File: config.mk
export PLATFORM = sky130hd
export DESIGN_NAME = motor_cmd_spi_rx
export DESIGN_NICKNAME = d
export VERILOG_FILES = /design/src/rtl/motor_cmd_spi_rx.sv
export SDC_FILE = /design/constraint.sdc
export NUM_CORES = 1
export LEC_CHECK = 0
export BUFFER_PORTS_ARGS = -buffer_cell sky130_fd_sc_hd__buf_4
export CAP_MARGIN = 20
export CORE_AREA = 2 2 91 93
export DETAILED_ROUTE_END_ITERATION = 7
export DIE_AREA = 0 0 93 95
export GPL_ROUTABILITY_DRIVEN = 0
export GPL_TIMING_DRIVEN = 1
export PLACE_DENSITY = 0.71
export SETUP_SLACK_MARGIN = 0.02
export SLEW_MARGIN = 20
export SYNTH_ARGS = -nofsm -noshare
export SYNTH_HDL_FRONTEND = slang
export SYNTH_SLANG_ARGS = --single-unit
File: constraint.sdc
create_clock -name clk -period 3.07 [get_ports clk]
set_input_delay 0.614 -clock clk [delete_from_list [all_inputs] [get_ports clk]]
set_output_delay 0.614 -clock clk [all_outputs]
set_load 0.02 [all_outputs]
File: src/rtl/motor_cmd_spi_rx.sv
// SPI-slave receiver for 16-bit motor command frames: decodes, clamps and latches the
// motor bus, runs a loss-of-link watchdog, and echoes the active command on sdo.
module motor_cmd_spi_rx #(
    parameter logic [6:0]  MAX_COUNT      = 7'd100,
    parameter logic [23:0] TIMEOUT_CYCLES = 24'd600000
) (
    input  logic       clk,
    input  logic       reset,
    input  logic       sck,
    input  logic       cs_n,
    input  logic       sdi,
    output logic       sdo,
    output logic       motor1_sign,
    output logic [6:0] motor1_count,
    output logic       motor2_sign,
    output logic [6:0] motor2_count,
    output logic       cmd_valid,
    output logic       frame_error,
    output logic       timeout
);

    localparam int unsigned FRAME_W = 16;
    localparam int unsigned CNT_W   = 5;
    localparam int unsigned WD_W    = 24;
    localparam logic [CNT_W-1:0] BITS_FULL = CNT_W'(FRAME_W);
    localparam logic [CNT_W-1:0] BITS_SAT  = CNT_W'(FRAME_W + 1);

    typedef enum logic [1:0] {WAIT_IDLE, IDLE, SHIFT, COMMIT} state_t;

    state_t             state, state_nxt;
    logic [2:0]         sck_sync;
    logic [2:0]         cs_sync;
    logic [1:0]         sdi_sync;
    logic [FRAME_W-1:0] shift_q;
    logic [FRAME_W-1:0] echo_q;
    logic [CNT_W-1:0]   bit_cnt;
    logic [WD_W-1:0]    wd_q;
    logic [WD_W-1:0]    wd_nxt_c;

    logic sck_rise_c, sck_fall_c, cs_rise_c, cs_fall_c;
    logic start_c, shift_en_c, echo_shift_c, commit_c;
    logic frame_ok_c, frame_bad_c;
    logic [6:0] m1_clamp_c, m2_clamp_c;

    // Two-flop synchronizers plus a third flop on sck/cs_n for edge detection
    always_ff @(posedge clk) begin
        if (reset) begin
            sck_sync <= '0;
            cs_sync  <= '0;
            sdi_sync <= '0;
        end else begin
            sck_sync <= {sck_sync[1:0], sck};
            cs_sync  <= {cs_sync[1:0], cs_n};
            sdi_sync <= {sdi_sync[0], sdi};
        end
    end

    assign sck_rise_c =  sck_sync[1] & ~sck_sync[2];
    assign sck_fall_c = ~sck_sync[1] &  sck_sync[2];
    assign cs_rise_c  =  cs_sync[1]  & ~cs_sync[2];
    assign cs_fall_c  = ~cs_sync[1]  &  cs_sync[2];

    always_ff @(posedge clk) begin
        if (reset) state <= WAIT_IDLE;
        else       state <= state_nxt;
    end

    // A cs_n edge in SHIFT masks any sck edge detected in the same cycle
    always_comb begin
        state_nxt    = state;
        start_c      = 1'b0;
        shift_en_c   = 1'b0;
        echo_shift_c = 1'b0;
        commit_c     = 1'b0;
        case (state)
            WAIT_IDLE: if (cs_sync[1]) state_nxt = IDLE;
            IDLE: begin
                if (cs_fall_c) begin
                    state_nxt = SHIFT;
                    start_c   = 1'b1;
                end
            end
            SHIFT: begin
                if (cs_rise_c) begin
                    state_nxt = COMMIT;
                end else begin
                    shift_en_c   = sck_rise_c;
                    echo_shift_c = sck_fall_c;
                end
            end
            COMMIT: begin
                state_nxt = IDLE;
                commit_c  = 1'b1;
            end
            default: state_nxt = WAIT_IDLE;
        endcase
    end

    always_ff @(posedge clk) begin
        if (reset) begin
            shift_q <= '0;
            bit_cnt <= '0;
        end else if (start_c) begin
            bit_cnt <= '0;
        end else if (shift_en_c) begin
            shift_q <= {shift_q[FRAME_W-2:0], sdi_sync[1]};
            if (bit_cnt != BITS_SAT) bit_cnt <= bit_cnt + CNT_W'(1);
        end
    end

    // Echo shifter is held at zero outside a frame so sdo idles low
    always_ff @(posedge clk) begin
        if (reset) begin
            echo_q <= '0;
        end else if (start_c) begin
            echo_q <= {motor1_sign, motor1_count, motor2_sign, motor2_count};
        end else if (state != SHIFT || cs_rise_c) begin
            echo_q <= '0;
        end else if (echo_shift_c) begin
            echo_q <= {echo_q[FRAME_W-2:0], 1'b0};
        end
    end

    assign sdo = echo_q[FRAME_W-1];

    assign frame_ok_c  = commit_c && (bit_cnt == BITS_FULL);
    assign frame_bad_c = commit_c && (bit_cnt != BITS_FULL);
    assign m1_clamp_c  = (shift_q[14:8] > MAX_COUNT) ? MAX_COUNT : shift_q[14:8];
    assign m2_clamp_c  = (shift_q[6:0]  > MAX_COUNT) ? MAX_COUNT : shift_q[6:0];
    assign wd_nxt_c    = (wd_q == '1) ? wd_q : wd_q + WD_W'(1);

    // Output bus and watchdog; a valid commit overrides a coincident expiry
    always_ff @(posedge clk) begin
        if (reset) begin
            motor1_sign  <= 1'b0;
            motor1_count <= '0;
            motor2_sign  <= 1'b0;
            motor2_count <= '0;
            cmd_valid    <= 1'b0;
            frame_error  <= 1'b0;
            timeout      <= 1'b0;
            wd_q         <= '0;
        end else begin
            cmd_valid   <= frame_ok_c;
            frame_error <= frame_bad_c;
            if (frame_ok_c) begin
                motor1_sign  <= shift_q[15];
                motor1_count <= m1_clamp_c;
                motor2_sign  <= shift_q[7];
                motor2_count <= m2_clamp_c;
                timeout      <= 1'b0;
                wd_q         <= '0;
            end else begin
                wd_q <= wd_nxt_c;
                if (wd_nxt_c >= TIMEOUT_CYCLES) begin
                    timeout      <= 1'b1;
                    motor1_count <= '0;
                    motor2_count <= '0;
                end
            end
        end
    end

endmodule

==> flow_summary.toml <==
[detailed_routing]
top_layer = "met4"
met3_length_um = 312
via_per_inst = 5.79
wl_met1_um = 4190
antenna_left = 0
routed-wl-met2_um = 4440
route.detailed.wl_per_inst_um = 14.4
drt-total-wl_um = 9060
drt-initial-drc-count = 218
via_count = 3637
drtPass1Iterations = 4
post-route-drc-count = 0

[cells_and_area]
final_cell_mix = "dfxtp_1, nor2_1, nand2_1, nand3_1, buf_4"
fin_area_um2 = 4680
drive_gt1_frac = 0.149
area_growth_pct = 11.7
nets = 532
fillers = 714
layout_commonest_cell = "dfxtp_1"
antenna_cells = 0

[synth]
synthSimpleGateAreaFrac = 0.279
synth_compound_area_frac = 0.165
synth_adder_area_share = 0.0269
yosys.area_share.xor_xnor = 0.0397
syn_nets = 514
syn_inst = 500
ys.flop_type = "dfxtp_1"
avgSynthCellArea_um2 = 8.38
synth_edf_count = 0
ys_ff_latch = 90
yosys_warnings = 0
async_flop_share = 0
synth-seq-area-share = 0.430
netlist_area_um2 = 4190
synth.distinct_cells = 56
synthMuxAreaShare = 0.0122
synth_top_family_by_area = "simple AND/OR/NAND/NOR gates"

[setup_path]
start_kind = "flip-flop"
required_ns = 3.32
cp-end-kind = "flip-flop"
reg2regPathDepth = 9
critical_path_arrival_ns = 3.09
crit_type = "reg2reg"
crit_fanout = 15

[clock_network]
clk_latency_ns = 0.35
cts.sink_count = 90
hold_buffers = 0
htree_levels = 3
cts_buffers = 9
cts_resized = 0
cts_root_buf = "clkbuf_8"
path_clk_slew_ns = 0.10
cts_setup_buffers = 0
cts_tree = "built"
cts_buffer_depth = 2

[global_routing]
grt_pass1_vias = 3431
track_usage = 0.220
grt_start_max_net_pins = 33
grt_first_pass_wirelength_um = 15700
overflow = 0
antenna_found_initial = 0

[job]
drv_cap = 0

[place]
dpl_cell_area_um2 = 4450
dp_hpwl_um = 6230
io_buffers = 24

[floorplanning]
dieArea_um2 = 8840
fp.dieW_um = 93
core_um2 = 7930
rows = 33
chipHeight_um = 95
boundaryPins = 25
start_util = 0.528

[power_and_ir_drop]
p_per_area_nw_per_um2 = 517
vdd_drop_max_mv = 0.232
p_leak_nw = 1.66

[sta]
final_max_slew_viol_count = 0
period_minus_slack_ns = 2.84
rsz0062_at_grt = "yes"
max_slew_margin = 0.443
fmax_mhz = 352
skew_ns = 0.0105
fin_tns_setup_ns = 0
finalSetupViolations = 0
tightest_slew_ns = 0.835
fin_crit_sh = 0.926
hold_violations = 0

[hold_path]
hp-class = "reg2reg"
min_path_cells = 1

[status]
outcome = "completed"
-- final timing paths --
check	startpoint	to	slack, ns
worst max-delay path	wd_q[0]$_SDFF_PP0_	timeout$_SDFFE_PP0P_	0.23
worst min register to register	sdi_sync[0]$_SDFF_PP0_	sdi_sync[1]$_SDFF_PP0_	0.44
worst min-delay path	sdi_sync[0]$_SDFF_PP0_	sdi_sync[1]$_SDFF_PP0_	0.44
worst max register to register	wd_q[0]$_SDFF_PP0_	timeout$_SDFFE_PP0P_	0.23
-- cell usage after synthesis (all sizes together) (2+ instances only) --
library cell,number,area [um2]
nor2b,11,68.8
nand4,9,56.3
a21oi,30,150
nor4,5,52.6
nor3b,2,15.0
clkbuf,22,82.6
nand3,48,245
a211oi,6,62.6
xor2,5,43.8
nand2,48,180
and3,5,32.5
o21ai,32,201
mux2i,4,40.0
nor3,31,160
inv,12,45.0
or3,4,35.0
nor2,56,210
a221oi,15,131
nand2b,3,18.8
and4,6,52.6
dfxtp,90,1800
buf,8,67.6
xnor2,14,123
ha,9,113
o211ai,2,15.0
a31oi,6,37.5
-- power by group --
| group | switching, W | internal, W |
|---|---|---|
| Combinational | 0.000167 | 0.0000927 |
| Clock | 0.000448 | 0.000473 |
| Sequential | 0.0000299 | 0.00121 |
-- worst max-delay path, cell delays in order (launching register included) --
cell	delay (ns)
dfxtp_1	0.42
ha_1	0.27
nand4_1	0.23
nor4_2	0.36
mux2_1	0.37
a2bb2oi_1	0.15
nor3_1	0.34
a211oi_4	0.10
buf_4	0.22
o31a_1	0.29
-- layer usage --
metal  track usage  vias up
met5             0        -
met4        0.0833        0
met3        0.0439       13
met2         0.372       88
met1         0.278     1715
li1              -     1821
-- flip-flops by register name (all words and copies together) (netlist names) --
name / flops
sdi_sync: 2
bit_cnt: 5
motor2_count: 7
motor1_count: 7
motor1_sign: 1
cmd_valid: 1
frame_error: 1
sck_sync: 3
motor2_sign: 1
shift_q: 16
timeout: 1
echo_q: 16
state: 2
wd_q: 24
cs_sync: 3
-- cell type report --
class                   instances  area (um2)  area share
flip-flops and latches         90        1800       0.385
repair buffers                 37         278      0.0594
clock buffers                   9         124      0.0265
clock inverters                 7         105      0.0225
multi-input cells             368        2190       0.469
well taps                     105         131      0.0281
inverters                      12        45.0     0.00963
-- cells by family (layout without fill, tap and decap cells) --
logic type,Yosys count,in the layout
and+or+nand+nor,233,233
muxes,5,5
buffers and inverters,42,65
adders and majority gates,9,9
xor gates and xnor gates,19,19
DFF,90,90
AOI/OAI and AO/OA,102,102
-- stage by stage --
step	setup slack (ns)	hold slack [ns]	util	total power, W	std cells
6_report	0.228	0.437	0.590	0.00242	628
4_1_cts	0.238	0.439	0.590	0.00245	628
5_1_grt	0.0183	0.453	0.590	0.00254	628
2_1_floorplan	0.345	0.414	-	0.00146	500
3_3_place_gp	0.357	0.420	0.561	0.00151	612
3_5_place_dp	0.270	0.425	0.561	0.00152	612
Power figures use the tool's default switching activity.
